### config.mk
export PLATFORM = sky130hd
export DESIGN_NAME = framebuffer_stripe_sequencer_flat
export DESIGN_NICKNAME = d
export VERILOG_FILES = /design/src/rtl/framebuffer_stripe_sequencer_if.sv /design/src/rtl/framebuffer_stripe_sequencer.sv /design/src/flat_wrapper.sv
export SDC_FILE = /design/constraint.sdc
export NUM_CORES = 1
export LEC_CHECK = 0
export ABC_CLOCK_PERIOD_IN_PS = 3500
export BUFFER_PORTS_ARGS = -buffer_cell sky130_fd_sc_hd__buf_4
export CAP_MARGIN = 20
export CELL_PAD_IN_SITES_DETAIL_PLACEMENT = 0
export CELL_PAD_IN_SITES_GLOBAL_PLACEMENT = 1
export CORE_MARGIN = 2
export CORE_UTILIZATION = 40
export DETAILED_ROUTE_END_ITERATION = 16
export MAX_ROUTING_LAYER = met4
export PLACE_DENSITY = 0.89
export SLEW_MARGIN = 10
export SYNTH_ARGS = -nofsm -noshare
export SYNTH_HDL_FRONTEND = slang
export SYNTH_SLANG_ARGS = --single-unit
### constraint.sdc
create_clock -name aclk -period 3.5 [get_ports aclk]
set_input_delay 0.175 -clock aclk [delete_from_list [all_inputs] [get_ports aclk]]
set_output_delay 0.175 -clock aclk [all_outputs]
set_load 0.05 [all_outputs]
### src/rtl/framebuffer_stripe_sequencer_if.sv
// Command port between the stripe sequencer (master) and the internal framebuffer (slave).
// Handshake: master holds fb_apply with stable cmd bits until it samples fb_applied low, then drops them;
// the command is complete only when fb_applied is subsequently sampled high again.
interface framebuffer_stripe_sequencer_if #(
  parameter int Y_BIT_WIDTH         = 11,
  parameter int FB_SIZE_IN_PIXEL_LG = 20
);
  logic                           fb_apply;
  logic                           fb_applied;
  logic                           fb_cmdCommit;
  logic                           fb_cmdMemset;
  logic [FB_SIZE_IN_PIXEL_LG-1:0] fb_cmdSize;
  logic [Y_BIT_WIDTH-1:0]         fb_confYOffset;

  modport master (
    output fb_apply, fb_cmdCommit, fb_cmdMemset, fb_cmdSize, fb_confYOffset,
    input  fb_applied
  );

  modport slave (
    input  fb_apply, fb_cmdCommit, fb_cmdMemset, fb_cmdSize, fb_confYOffset,
    output fb_applied
  );
endinterface

### src/rtl/framebuffer_stripe_sequencer.sv
// Sequences the framebuffer through one frame in horizontal stripes:
// optional memset, render window for the rasterizer, then commit at the stripe's Y offset.
module framebuffer_stripe_sequencer #(
  parameter int Y_BIT_WIDTH         = 11,
  parameter int FB_SIZE_IN_PIXEL_LG = 20,
  parameter int STRIPE_CNT_WIDTH    = 8
) (
  input  logic                           aclk,
  input  logic                           resetn,
  input  logic                           start,
  input  logic                           cfgClear,
  input  logic [STRIPE_CNT_WIDTH-1:0]    cfgNumStripes,
  input  logic [Y_BIT_WIDTH-1:0]         cfgStripeHeight,
  input  logic [FB_SIZE_IN_PIXEL_LG-1:0] cfgStripeSize,
  output logic                           busy,
  output logic                           frameDone,
  output logic                           renderStart,
  input  logic                           renderDone,
  output logic [STRIPE_CNT_WIDTH-1:0]    stripeIdx,
  framebuffer_stripe_sequencer_if.master fb,
  output logic [2:0]                     dbg_state
);

  typedef enum logic [2:0] {
    S_IDLE     = 3'd0,
    S_CLR_REQ  = 3'd1,
    S_CLR_WAIT = 3'd2,
    S_RENDER   = 3'd3,
    S_CMT_REQ  = 3'd4,
    S_CMT_WAIT = 3'd5,
    S_NEXT     = 3'd6
  } state_e;

  state_e                         state_q, state_d;
  logic                           busy_q, busy_d;
  logic                           frame_done_q, frame_done_d;
  logic                           render_start_q, render_start_d;
  logic                           rs_issued_q, rs_issued_d;
  logic                           apply_q, apply_d;
  logic                           commit_q, commit_d;
  logic                           memset_q, memset_d;
  logic                           clear_q, clear_d;
  logic [STRIPE_CNT_WIDTH-1:0]    num_q, num_d;
  logic [STRIPE_CNT_WIDTH-1:0]    idx_q, idx_d;
  logic [Y_BIT_WIDTH-1:0]         height_q, height_d;
  logic [Y_BIT_WIDTH-1:0]         yoff_q, yoff_d;
  logic [FB_SIZE_IN_PIXEL_LG-1:0] size_q, size_d;

  always_comb begin
    state_d        = state_q;
    busy_d         = busy_q;
    frame_done_d   = 1'b0;
    render_start_d = 1'b0;
    rs_issued_d    = rs_issued_q;
    clear_d        = clear_q;
    num_d          = num_q;
    idx_d          = idx_q;
    height_d       = height_q;
    yoff_d         = yoff_q;
    size_d         = size_q;

    case (state_q)
      S_IDLE: begin
        if (start) begin
          if (cfgNumStripes == '0) begin
            frame_done_d = 1'b1;
          end else begin
            clear_d  = cfgClear;
            num_d    = cfgNumStripes;
            height_d = cfgStripeHeight;
            size_d   = cfgStripeSize;
            idx_d    = '0;
            yoff_d   = '0;
            busy_d   = 1'b1;
            state_d  = cfgClear ? S_CLR_REQ : S_RENDER;
          end
        end
      end
      S_CLR_REQ:  if (!fb.fb_applied) state_d = S_CLR_WAIT;
      S_CLR_WAIT: if (fb.fb_applied)  state_d = S_RENDER;
      S_RENDER: begin
        // renderDone only counts once the grant pulse is on the wire, including its own cycle.
        if (!rs_issued_q) begin
          render_start_d = 1'b1;
          rs_issued_d    = 1'b1;
        end else if (renderDone) begin
          state_d = S_CMT_REQ;
        end
      end
      S_CMT_REQ:  if (!fb.fb_applied) state_d = S_CMT_WAIT;
      S_CMT_WAIT: if (fb.fb_applied)  state_d = S_NEXT;
      S_NEXT: begin
        if (idx_q == num_q - 1'b1) begin
          frame_done_d = 1'b1;
          busy_d       = 1'b0;
          state_d      = S_IDLE;
        end else begin
          idx_d   = idx_q + 1'b1;
          yoff_d  = yoff_q + height_q;
          state_d = clear_q ? S_CLR_REQ : S_RENDER;
        end
      end
      default: state_d = S_IDLE;
    endcase

    if (state_d != S_RENDER) rs_issued_d = 1'b0;

    // Command outputs are decoded from the next state so they are registered alongside it.
    apply_d  = (state_d == S_CLR_REQ) || (state_d == S_CMT_REQ);
    memset_d = (state_d == S_CLR_REQ);
    commit_d = (state_d == S_CMT_REQ);
  end

  always_ff @(posedge aclk or negedge resetn) begin
    if (!resetn) begin
      state_q        <= S_IDLE;
      busy_q         <= 1'b0;
      frame_done_q   <= 1'b0;
      render_start_q <= 1'b0;
      rs_issued_q    <= 1'b0;
      apply_q        <= 1'b0;
      commit_q       <= 1'b0;
      memset_q       <= 1'b0;
      clear_q        <= 1'b0;
      num_q          <= '0;
      idx_q          <= '0;
      height_q       <= '0;
      yoff_q         <= '0;
      size_q         <= '0;
    end else begin
      state_q        <= state_d;
      busy_q         <= busy_d;
      frame_done_q   <= frame_done_d;
      render_start_q <= render_start_d;
      rs_issued_q    <= rs_issued_d;
      apply_q        <= apply_d;
      commit_q       <= commit_d;
      memset_q       <= memset_d;
      clear_q        <= clear_d;
      num_q          <= num_d;
      idx_q          <= idx_d;
      height_q       <= height_d;
      yoff_q         <= yoff_d;
      size_q         <= size_d;
    end
  end

  assign busy              = busy_q;
  assign frameDone         = frame_done_q;
  assign renderStart       = render_start_q;
  assign stripeIdx         = idx_q;
  assign fb.fb_apply       = apply_q;
  assign fb.fb_cmdCommit   = commit_q;
  assign fb.fb_cmdMemset   = memset_q;
  assign fb.fb_cmdSize     = size_q;
  assign fb.fb_confYOffset = yoff_q;
  assign dbg_state         = state_q;

endmodule

### src/flat_wrapper.sv
// flat-port wrapper written by rule: the top's interface ports become plain ports
module framebuffer_stripe_sequencer_flat 
#(
  parameter int Y_BIT_WIDTH         = 11,
  parameter int FB_SIZE_IN_PIXEL_LG = 20,
  parameter int STRIPE_CNT_WIDTH    = 8
)
  (aclk, resetn, start, cfgClear, cfgNumStripes, cfgStripeHeight, cfgStripeSize, busy, frameDone, renderStart, renderDone, stripeIdx, dbg_state, fb_fb_apply, fb_fb_cmdCommit, fb_fb_cmdMemset, fb_fb_cmdSize, fb_fb_confYOffset, fb_fb_applied);
  framebuffer_stripe_sequencer_if #(.Y_BIT_WIDTH(Y_BIT_WIDTH), .FB_SIZE_IN_PIXEL_LG(FB_SIZE_IN_PIXEL_LG)) fb_i ();
  input  logic aclk;
  input  logic resetn;
  input  logic start;
  input  logic cfgClear;
  input  logic [STRIPE_CNT_WIDTH-1:0] cfgNumStripes;
  input  logic [Y_BIT_WIDTH-1:0] cfgStripeHeight;
  input  logic [FB_SIZE_IN_PIXEL_LG-1:0] cfgStripeSize;
  output logic busy;
  output logic frameDone;
  output logic renderStart;
  input  logic renderDone;
  output logic [STRIPE_CNT_WIDTH-1:0] stripeIdx;
  output logic [2:0] dbg_state;
  output wire logic [$bits(fb_i.fb_apply)-1:0] fb_fb_apply;
  output wire logic [$bits(fb_i.fb_cmdCommit)-1:0] fb_fb_cmdCommit;
  output wire logic [$bits(fb_i.fb_cmdMemset)-1:0] fb_fb_cmdMemset;
  output wire logic [$bits(fb_i.fb_cmdSize)-1:0] fb_fb_cmdSize;
  output wire logic [$bits(fb_i.fb_confYOffset)-1:0] fb_fb_confYOffset;
  input wire logic [$bits(fb_i.fb_applied)-1:0] fb_fb_applied;
  assign fb_fb_apply = fb_i.fb_apply;
  assign fb_fb_cmdCommit = fb_i.fb_cmdCommit;
  assign fb_fb_cmdMemset = fb_i.fb_cmdMemset;
  assign fb_fb_cmdSize = fb_i.fb_cmdSize;
  assign fb_fb_confYOffset = fb_i.fb_confYOffset;
  assign fb_i.fb_applied = fb_fb_applied;
  framebuffer_stripe_sequencer #(.Y_BIT_WIDTH(Y_BIT_WIDTH), .FB_SIZE_IN_PIXEL_LG(FB_SIZE_IN_PIXEL_LG), .STRIPE_CNT_WIDTH(STRIPE_CNT_WIDTH)) u_core (.aclk(aclk), .resetn(resetn), .start(start), .cfgClear(cfgClear), .cfgNumStripes(cfgNumStripes), .cfgStripeHeight(cfgStripeHeight), .cfgStripeSize(cfgStripeSize), .busy(busy), .frameDone(frameDone), .renderStart(renderStart), .renderDone(renderDone), .stripeIdx(stripeIdx), .fb(fb_i), .dbg_state(dbg_state));
endmodule
## Yosys cells after proc, flatten, opt, wreduce, memory -nomap -nowiden

Index checks and enable logic that the tools add are counted.

| cells by class | value |
|---|---|
| $add $sub $neg | 3 |
| eq/ne operators | 14 |
| muxes and demuxes | 32 |
| bitwise logic cells | 1 |
| reduce and logical (&&, ||, !) cells | 8 |

Operators with widths:

| operator | count |
|---|---|
| 2-to-1 mux 11 bit | 3 |
| 2-to-1 mux 3 bit | 9 |
| 2-to-1 mux 8 bit | 3 |
| one-hot mux 11 bit (2 select lines) | 1 |
| one-hot mux 3 bit (7 select lines) | 1 |
| one-hot mux 8 bit (2 select lines) | 1 |
| == test 3 bit, second input constant | 4 |
| adder 11 bit | 1 |
| 2-to-1 mux 1 bit | 10 |
| adder 8 x 1 -> 8 bit, second input constant | 1 |
| == test 8 bit | 1 |
| logical NOT 8 bit | 1 |
| AND reduction 4 bit | 2 |
| subtractor 8 x 1 -> 8 bit, second input constant | 1 |
| == test 3 x 1 -> 1 bit, second input constant | 2 |
| == test 3 x 2 -> 1 bit, second input constant | 2 |
| inequality test 2 bit, second input constant | 3 |
| 2-to-1 mux 2 bit | 2 |
| one-hot mux 1 bit (2 select lines) | 2 |
| nonzero test 2 bit | 2 |
| logical NOT 3 bit | 1 |
| inequality test 3 x 2 -> 1 bit, second input constant | 1 |
| AND reduction 3 bit | 1 |
| inequality test 2 x 1 -> 1 bit, second input constant | 1 |
| 2 further kinds | 2 |

| word-level totals | value |
|---|---|
| bits in registers | 69 |
| input bits | 45 |
| output and inout bits | 48 |
| logic and storage cells | 72 |

## Logic depth before layout (Yosys ltp)

Gate-level depths: netlist of the first run.

| logic depth | value |
|---|---|
| word-level depth | 6 |
| depth in mapped cells | 10 |
| depth with buffers taken out | 8 |

## Worst setup path after synthesis of the first run

OpenSTA, ideal clock, no wires.

| timing path | value |
|---|---|
| path type | register to register |
| from | reg u_core.yoff_q[0] (netlist: u_core.fb.fb_confYOffset[0]) |
| to | reg u_core.yoff_q[10] (netlist: u_core.fb.fb_confYOffset[10]) |
| setup time | 79 ps |
| data arrival time | 2685 ps |
| required time | 3421 ps |
| slack | 736 ps |
| stages on the path, launching flop included | 9 |
| path buffers | 0 |
| period minus slack after synthesis | 2764 ps |
| cells stage by stage | dfrtp_1 -> ha_1 -> fa_1 -> a21oi_1 -> o221ai_1 -> a2111oi_0 -> o31ai_1 -> a221oi_1 -> a2bb2oi_1 |

| on the way | value |
|---|---|
| longest elaborated chain between the ends | 3 |

Ends and longest elaborated chain:

| element | line | text |
|---|---|---|
| from (decl) | framebuffer_stripe_sequencer.sv:46 | `logic [Y_BIT_WIDTH-1:0] yoff_q, yoff_d;` |
| from (signal assigned) | framebuffer_stripe_sequencer.sv:143 | `yoff_q <= yoff_d;` |
| adder 11 bit | framebuffer_stripe_sequencer.sv:99 | `yoff_d = yoff_q + height_q;` |
| 2-to-1 mux 11 bit | framebuffer_stripe_sequencer.sv:93 | `if (idx_q == num_q - 1'b1) begin` |
| one-hot mux 11 bit (2 select lines) | framebuffer_stripe_sequencer.sv:62 | `case (state_q)` |

No other way between the ends. The select of a mux whose other input is x is not followed.
A chain may end at the register's enable or synchronous reset.

## Worst setup path after layout of the first run

Same ends and word-level chain as after synthesis.

==> results of run 1 <==
==> stage by stage <==
stage          power, uW  instances
2_1_floorplan       2940        410
3_3_place_gp        3460        597
3_5_place_dp        3520        597
4_1_cts             4200        623
5_1_grt             4490        623
6_report            4170        623
==> path summary, 6_finish.rpt <==
check / slack, ns / endpoint / cells after the start
min: 0.005 / u_core.fb.fb_cmdSize[9] / 3
min in group asynchronous: 0.49 / u_core.fb.fb_cmdSize[2] / 2
min reg2reg: 0.48 / u_core.fb.fb_cmdSize[19] / 2
max in group asynchronous: 2.46 / u_core.clear_q / 2
max: 0.74 / u_core.fb.fb_confYOffset[10] / 8
max reg2reg: 0.74 / u_core.fb.fb_confYOffset[10] / 8
==> tightest hold or removal path, delay by kind of cell <==
family	cells	cell delay [ns]
buf+inv	1	0.08
simple gates	2	0.09
==> cell usage in the layout (no fill, tap or decap), types with 4 or more instances in the layout <==
| master | netlist | final |
|---|---|---|
| nand2_1 | 123 | 123 |
| mux2_4 | 4 | 4 |
| nor3_1 | 7 | 7 |
| xnor2_1 | 13 | 13 |
| nor4_1 | 4 | 4 |
| mux2i_1 | 5 | 5 |
| clkbuf_8 | 0 | 9 |
| nand3_1 | 9 | 9 |
| ha_1 | 12 | 12 |
| o21ai_0 | 14 | 13 |
| a21oi_1 | 15 | 15 |
| a21o_1 | 5 | 5 |
| nand2b_1 | 5 | 5 |
| o22ai_1 | 4 | 4 |
| dfrtp_1 | 69 | 69 |
| inv_1 | 18 | 18 |
| xor2_1 | 5 | 5 |
| nor2_1 | 16 | 16 |
| o211ai_1 | 4 | 4 |
| nand4_1 | 5 | 5 |
| buf_4 | 0 | 95 |
| or4_1 | 4 | 4 |
| dlygate4sd3_1 | 0 | 10 |
==> cell type report <==
| type | count | share of cell area |
|---|---|---|
| Inverter | 18 | 0.0141 |
| Multi-Input combinational cell | 304 | 0.385 |
| Timing Repair Buffer | 105 | 0.170 |
| Clock buffer | 9 | 0.0259 |
| Tap cell | 111 | 0.0290 |
| Clock inverter | 7 | 0.0157 |
| Sequential cell | 69 | 0.360 |
==> kinds of logic (layout without fill, tap and decap cells) <==
kind of cell / count (synthesis) / after routing / share of synthesized area
AND/OR/NAND/NOR: 189 / 189 / 0.224
AO/OA/AOI/OAI: 72 / 72 / 0.139
flip-flops: 69 / 69 / 0.465
buffers and inverters: 37 / 139 / 0.0438
XOR/XNOR: 18 / 18 / 0.0425
adder cells (fa/ha/maj): 13 / 13 / 0.0459
multiplexers: 12 / 12 / 0.0388
==> per-layer routing <==
| layer | vias to the layer above | share of wire | wire length (um) | GRT usage |
|---|---|---|---|---|
| li1 | 1601 | - | - | - |
| met4 | 0 | 0.026 | 235 | 0.0769 |
| met2 | 86 | 0.48 | 4320 | 0.303 |
| met1 | 1554 | 0.44 | 3910 | 0.239 |
| met3 | 24 | 0.052 | 463 | 0.0578 |
| met5 | - | 0 | 0 | - |
==> state kept, by name, summed over array words and instances, names as in the netlist <==
register / cells
u_core.fb.fb_confYOffset: 11
u_core.height_q: 11
u_core.num_q: 8
u_core.fb.fb_apply: 1
u_core.clear_q: 1
u_core.dbg_state: 3
u_core.fb.fb_cmdCommit: 1
u_core.renderStart: 1
u_core.busy: 1
u_core.stripeIdx: 8
u_core.rs_issued_q: 1
u_core.fb.fb_cmdSize: 20
u_core.fb.fb_cmdMemset: 1
u_core.frameDone: 1
==> power by group through the flow <==
stage	registers [uW]	logic, uW	clock network [uW]
floorplan	1880	1060	0
global placement	1340	2120	0
detailed placement	1350	2160	0
CTS	1350	2180	670
global route	1390	2380	713
finish	1340	2170	656
==> flow_summary.yaml, run 1 <==
placed_design:
  gp_congestion: 0.839
  placed_cell_area_um2: 4490
  port_buffers: 92
  dp_hpwl_um: 6340
  preCtsSetupSlack_ns: 0.765
sta:
  tightestPinTransition_ns: 0.866
  skew_ns: 0.0114
  setup-tns-final_ns: 0
  grt_setup_unrepaired: "no"
  fmax_mhz: 362
  finalCriticalPeriod_ns: 2.76
  slew_headroom: 0.422
  final_max_slew_viol_count: 0
  timing.final.ws_setup_ns: 0.736
  timing_hold_violations_final: 0
  setup_viol: 0
  holdWs_ns: 0.00495
  min_period_over_period: 0.790
power_and_ir_drop:
  p_clk_frac: 0.157
  comb_power_share: 0.520
  p_sw_uw: 2000
  p_leak_uw: 0.00238
  ir_worst_vdd_mv: 0.389
  p_sw_frac: 0.479
  power_density_nw_per_um2: 870
  seqPwrFrac: 0.322
  p_int_uw: 2170
setup_path:
  crit_chain: "ha_1 -> fa_1 -> a21oi_1 -> o221ai_1 -> a2111oi_0 -> o31ai_1 -> a221oi_1 -> a2bb2oi_1"
  crit_type: "flop to flop"
  cp_slowest_cell: "a2111oi_0"
  slowest_delay_ns: 0.55
  cp_top_family: "compound AO/OA/AOI/OAI gates"
  r2r-start: "u_core.fb.fb_confYOffset[0]"
  start_kind: "flop"
  startpoint: "u_core.fb.fb_confYOffset[0]"
  endpoint_kind: "flop"
  arrival_ns: 3.04
  cp_max_fo: 3
  crit_required_ns: 3.77
  critPathBufInv: 0
floorplanning:
  core_area_um2: 9110
  start_util: 0.407
  io_pins: 93
  die_area_um2: 10100
  rows: 35
  die_y_um: 100
  die_width_um: 100
layout:
  fillers: 875
  num_antenna_cells: 0
  utilization: 0.526
  stdcell_area_um2: 4790
  syn2layout_area_growth_pct: 29.1
  fin_nets: 565
  multi_input_area_um2: 1850
  layout-drive-gt1-share: 0.246
  regArea_um2: 1730
grt:
  grt_max_degree: 70
  grt_antenna_before_repair: 0
  grt_pass1_vias: 3272
  grt_remaining_overflow: 0
  globalRouteTotalUtil: 0.195
  grt_pass1_wl_um: 15300
synthesis:
  synth_top_area_frac: 0.465
  yosysTopAreaCell: "dfrtp_1"
  synthTopCellsByArea: "dfrtp_1 (47%), nand2_1 (12%), ha_1 (4.0%)"
  syn_nets: 468
  synth.avg_cell_area_um2: 9.05
  syn_area_um2: 3710
  yosys.cell_count.top_type: "nand2_1"
  ys_async_sr_fraction: 1.00
  syn_inst: 410
  synth_seq_cells: 69
  yosysSeqAreaShare: 0.465
  synth_common_cells: "nand2_1 (123), dfrtp_1 (69), inv_1 (18), nor2_1 (16)"
  synth.distinct_cells: 54
  yosys_most_used_dff: "dfrtp_1"
  yosys_warnings: 0
  synth_edf_count: 0
route:
  drc: 0
  num_vias: 3265
  viasPerCell: 5.24
  antenna_left: 0
  wl_per_cell_um: 14.3
  drt-initial-drc-count: 128
  drt_wl_total_um: 8930
  first_pass_iters: 4
clock_tree:
  cts_hold_buf: 10
  numClockSinks: 69
  clockRootBuffer: "clkbuf_8"
  cts_buffers: 9
  path_clk_slew_ns: 0.09
  clk_latency_ns: 0.36
  htree_levels: 3
  post_cts_resized: 0
  clockBufferDepth: 2
  cts_tree: "yes"
  post_cts_buffers: 0
min_path:
  min_from: "cfgStripeSize[9]"
  holdCritPathClass: "input pin to flop"
flow_run:
  max-cap-violations: 0
outcome:
  status: "complete, no violations"
Note: power is estimated with default switching activity, not from simulation.
==> run 2, diff against run 1 <==
Settings changed: ABC_CLOCK_PERIOD_IN_PS 3500 to 2550.
Clock period 3.5 ns to 2.55 ns, I/O delays scaled along.
==> run 2 against run 1 <==
Critical path depth decreased by 2. Critical path type unchanged. Total power increased by 50%. Final cell count increased by 7.4%. First-iteration DRC count is 18% lower. Worst hold slack better by 0.048 ns. Wire length is 9.3% higher. Sequential cell count stayed put. Worst setup slack got worse by 0.63 ns. Non-clock buffer count rose by 46. Core utilization up 6.1 points. Via count up 6.7%. Die area unchanged.
==> flow_summary.yaml, run 2 (same netlist as run 1, synthesis figures left out) <==
grt:
  grt_max_degree: 70
  grt_antenna_before_repair: 0
  globalRouteTotalUtil: 0.206
  grt_pass1_wl_um: 16000
  grt_remaining_overflow: 0
  grt_pass1_vias: 3474
min_path:
  min_from: "cfgNumStripes[3]"
  whs_path_depth: 2
  holdCritPathClass: "input pin to flop"
  holdPathEnd: "u_core.num_q[3]"
sta:
  skew_ns: 0.0118
  setup_viol: 0
  setup-tns-final_ns: 0
  min_period_over_period: 0.957
  tightestPinTransition_ns: 0.863
  final_max_slew_viol_count: 0
  finalCriticalPeriod_ns: 2.44
  slew_headroom: 0.425
  timing_hold_violations_final: 0
  fmax_mhz: 410
layout:
  layout_common_cells: "nand2_1 (123), buf_4 (110), dfrtp_1 (68)"
  largest_register_ffs: 20
  final_cells: 669
  layout_commonest_cell: "nand2_1"
  syn2layout_area_growth_pct: 44.0
  layout-drive-gt1-share: 0.271
  fin_nets: 611
  num_antenna_cells: 0
flow_run:
  max-cap-violations: 0
power_and_ir_drop:
  p_leak_uw: 0.00263
  ir_worst_vdd_mv: 0.551
  power_density_nw_per_um2: 1170
placed_design:
  dp_hpwl_um: 6610
  gp_congestion: 0.847
  port_buffers: 92
  dp_cells: 611
floorplanning:
  io_pins: 93
  start_util: 0.407
  die_y_um: 100
  core_area_um2: 9110
  rows: 35
  die_area_um2: 10100
  die_width_um: 100
clock_tree:
  cts_buffers: 9
  clockRootBuffer: "clkbuf_8"
  numClockSinks: 69
  path_clk_slew_ns: 0.08
  clockBufferDepth: 2
  htree_levels: 3
  cts_tree: "yes"
  clk_latency_ns: 0.35
setup_path:
  cp_max_fo: 4
  worst-r2r-cell-count: 6
  crit_type: "flop to flop"
  crit_required_ns: 2.76
  r2r_end: "u_core.fb.fb_cmdMemset"
  endpoint_kind: "flop"
  r2r-start: "u_core.num_q[2]"
  start_kind: "flop"
  arrival_ns: 2.65
  r2r_slack_ns: 0.11
route:
  viasPerCell: 5.21
  num_vias: 3484
  drc: 0
  first_pass_iters: 4
  drt-initial-drc-count: 105
  antenna_left: 0
  wl_per_cell_um: 14.6
  drt_wl_total_um: 9760
outcome:
  status: "complete, no violations"
## run 2: worst max-delay path by stage
stage / startpoint / to / slack [ns] / cells past startpoint
final: u_core.num_q[2] / u_core.fb.fb_cmdMemset / 0.11 / 6
after global routing: u_core.fb.fb_confYOffset[0] / u_core.fb.fb_confYOffset[10] / -0.02 / 8
after CTS: u_core.num_q[2] / u_core.fb.fb_confYOffset[2] / 0.04 / 7
after detailed placement: u_core.fb.fb_confYOffset[0] / u_core.fb.fb_confYOffset[10] / 0.06 / 8
after global placement: u_core.num_q[2] / u_core.fb.fb_confYOffset[3] / 0.1 / 7
after floorplan: u_core.fb.fb_confYOffset[0] / u_core.fb.fb_confYOffset[10] / 0.05 / 8
## run 2: timing repair
| item | in CTS | in global routing |
|---|---|---|
| hold endpoints to repair | 108 | 0 |
| endpoints found under the setup margin | 0 | 12 |
| setup buffers | 0 | 2 |
| gates resized for setup | 0 | 9 |
| hold buffers | 40 | 0 |
## run 2: stage by stage
stage / cell area [um^2] / setup slack [ns] / total power, uW / utilization / hold WS, ns
after floorplan: 3720 / 0.0545 / 4050 / - / -0.168
after global placement: 4610 / 0.0996 / 4880 / 0.506 / 0.295
after detailed placement: 4610 / 0.0583 / 4970 / 0.506 / 0.299
after CTS: 5260 / 0.0388 / 6150 / 0.577 / 0.0450
after global routing: 5340 / -0.0232 / 6650 / 0.587 / 0.0653
final: 5340 / 0.110 / 6240 / 0.587 / 0.0527
## run 2: layer usage
layer	GRT usage	routed length (um)	vias up
li1	-	-	1688
met1	0.248	4230	1671
met2	0.343	4850	102
met3	0.0383	430	23
met4	0.0801	244	0
met5	-	0	-
## run 2: report_power, final
group	internal, uW	total [uW]	switching (uW)
Combinational	1220	3320	2090
Sequential	1490	1810	326
Clock	680	1110	430
Total	3390	6240	2850
## run 2: area by class of cell
cell class / count / area [um^2]
Timing Repair Buffer: 151 / 1250
Sequential cell: 69 / 1730
Tap cell: 111 / 139
Clock buffer: 11 / 141
Fill cell: 775 / 3770
Inverter: 18 / 67.6
Multi-Input combinational cell: 304 / 1910
Clock inverter: 5 / 108
## run 2: critical path, stage by stage (launching register included)
cell,delay [ns]
dfrtp_1,0.37
or4_1,0.55
or3_1,0.34
a211oi_2,0.29
a21o_2,0.22
a21oi_2,0.09
a2111oi_2,0.45
==> run 3, diff against run 2 <==
Settings changed: CORE_ASPECT_RATIO set to 2.
==> run 3 against run 2 <==
Final cell count fell by 1.9%. Combinational power rose by 2%. Clock skew fell by 0.0051 ns. Sequential share of layout area rose by 0.21 points. Core utilization rose by 0.24 points. Worst hold slack got worse by 0.040 ns. Design area fell by 0.66%. Critical endpoint is now u_core.fb.fb_confYOffset[10]. Critical path type unchanged. Worst setup slack got worse by 0.058 ns. Via count fell by 0.52%. Die area rose by 0.46%.
==> flow_summary.yaml, run 3 (same netlist as run 1, synthesis figures left out) <==
setup_path:
  start_kind: "flop"
  slowest_delay_ns: 0.42
  cp_top_family: "compound AO/OA/AOI/OAI gates"
  r2r_end: "u_core.fb.fb_confYOffset[10]"
  arrival_ns: 2.75
  startpoint: "u_core.fb.fb_confYOffset[0]"
  crit_cells: 8
  critPathBufInv: 0
  r2r_slack_ns: 0.05
  endpoint_kind: "flop"
  crit_type: "flop to flop"
  cp_max_fo: 3
  crit_required_ns: 2.80
  crit_chain: "ha_1 -> fa_2 -> a21oi_4 -> o221ai_2 -> a2111oi_4 -> o31ai_2 -> a221oi_1 -> a2bb2oi_1"
  r2r-start: "u_core.fb.fb_confYOffset[0]"
  crit_path_end: "u_core.fb.fb_confYOffset[10]"
  worst-r2r-cell-count: 8
  cp_slowest_cell: "dfrtp_2"
sta:
  fmax_mhz: 400
  skew_ns: 0.00674
  finalCriticalPeriod_ns: 2.50
  setup_viol: 0
  tightestPinTransition_ns: 0.879
  timing_hold_violations_final: 0
  setup-tns-final_ns: 0
  min_period_over_period: 0.980
  final_max_slew_viol_count: 0
  slew_headroom: 0.414
  timing.final.ws_setup_ns: 0.0523
grt:
  globalRouteTotalUtil: 0.219
  grt_remaining_overflow: 0
  grt_pass1_vias: 3562
  grt_max_degree: 70
  grt_antenna_before_repair: 0
  grt_pass1_wl_um: 16800
clock_tree:
  cts_tree: "yes"
  clockRootBuffer: "clkbuf_16"
  path_clk_slew_ns: 0.06
  numClockSinks: 69
  clk_latency_ns: 0.33
  clockBufferDepth: 2
  htree_levels: 3
  cts_buffers: 9
route:
  num_vias: 3466
  wl_per_cell_um: 15.6
  first_pass_iters: 4
  drt-initial-drc-count: 238
  antenna_left: 0
  drc: 0
  drt_wl_total_um: 10300
  viasPerCell: 5.28
power_and_ir_drop:
  p_leak_uw: 0.00263
  power_density_nw_per_um2: 1200
  ir_worst_vdd_mv: 0.675
  power_uw: 6360
placed_design:
  port_buffers: 92
  dp_hpwl_um: 7390
  gp_congestion: 0.944
  placed_cell_area_um2: 4620
  preCtsSetupSlack_ns: 0.000514
floorplanning:
  io_pins: 93
  start_util: 0.412
  core_area_um2: 9010
  die_area_um2: 10100
  die_y_um: 140
  rows: 49
  die_width_um: 72.1
layout:
  fin_nets: 607
  layout-drive-gt1-share: 0.274
  fillers: 797
  syn2layout_area_growth_pct: 43.1
  num_antenna_cells: 0
  layout_commonest_cell: "nand2_1"
  layout_common_cells: "nand2_1 (123), buf_4 (115), dfrtp_1 (68)"
  largest_register_ffs: 20
  stdcell_area_um2: 5310
min_path:
  holdCritPathClass: "input pin to flop"
  min_from: "cfgNumStripes[7]"
flow_run:
  max-cap-violations: 0
outcome:
  status: "complete, no violations"
[run 3: cell types whose count changed in the layout (fill, tap and decap cells not counted), sizes merged]
| cell | change |
|---|---|
| dlygate4sd3 | -9 |
| buf | +5 |
| clkbuf | +4 |
| bufinv | -3 |
| clkinv | -1 |
[run 3: worst reg2reg max path: cells and delay by family, from the launching register on]
family / cells / cell delay [ns]
adders and majority gates: 2 / 0.62
DFF: 1 / 0.42
AOI/OAI and AO/OA: 6 / 1.37
[run 3: area by class of cell]
type	instances	area [um^2]	area share
multi-input combinational	304	1910	0.360
tap	102	128	0.0240
timing repair buffer	147	1190	0.225
sequential	69	1730	0.326
clock buffer	15	278	0.0523
clock inverter	1	5.00	0.000943
inverter	18	67.6	0.0127
[run 3: worst min path at each step]
stage | end | slack, ns | cells after the start
final | u_core.num_q[7] | 0.01 | 3
after global routing | u_core.clear_q | 0.04 | 3
after CTS | u_core.height_q[10] | 0.008 | 3
after detailed placement | u_core.renderStart | 0.32 | 1
after global placement | u_core.renderStart | 0.29 | 1
after floorplan | u_core.busy | -0.17 | 0
[run 3: what timing repair did]
item	in CTS	in global routing
resized for setup	0	8
pin swaps	1	3
setup endpoints to repair	2	18
endpoints found under the hold margin	99	0
setup buffers	2	2
hold buffers	31	0
[run 3: power by group]
group | leakage [uW] | total (uW) | internal [uW] | switching (uW)
clock | 0.000140 | 1180 | 737 | 446
combinational | 0.00160 | 3380 | 1250 | 2120
sequential | 0.000885 | 1800 | 1490 | 310
[run 3: routing by layer]
metal / up-vias / GRT usage / share of wire
met5: - / - / 0
met2: 82 / 0.383 / 0.55
met4: 0 / 0.114 / 0.040
met3: 23 / 0.0295 / 0.029
li1: 1688 / - / -
met1: 1673 / 0.232 / 0.38
[run 3: per-stage QoR]
stage	util	cells	hold WS [ns]
finish	0.589	656	0.0130
global route	0.589	656	0.0411
CTS	0.581	654	0.00821
detailed placement	0.513	605	0.317
global placement	0.513	605	0.292
floorplan	-	410	-0.168
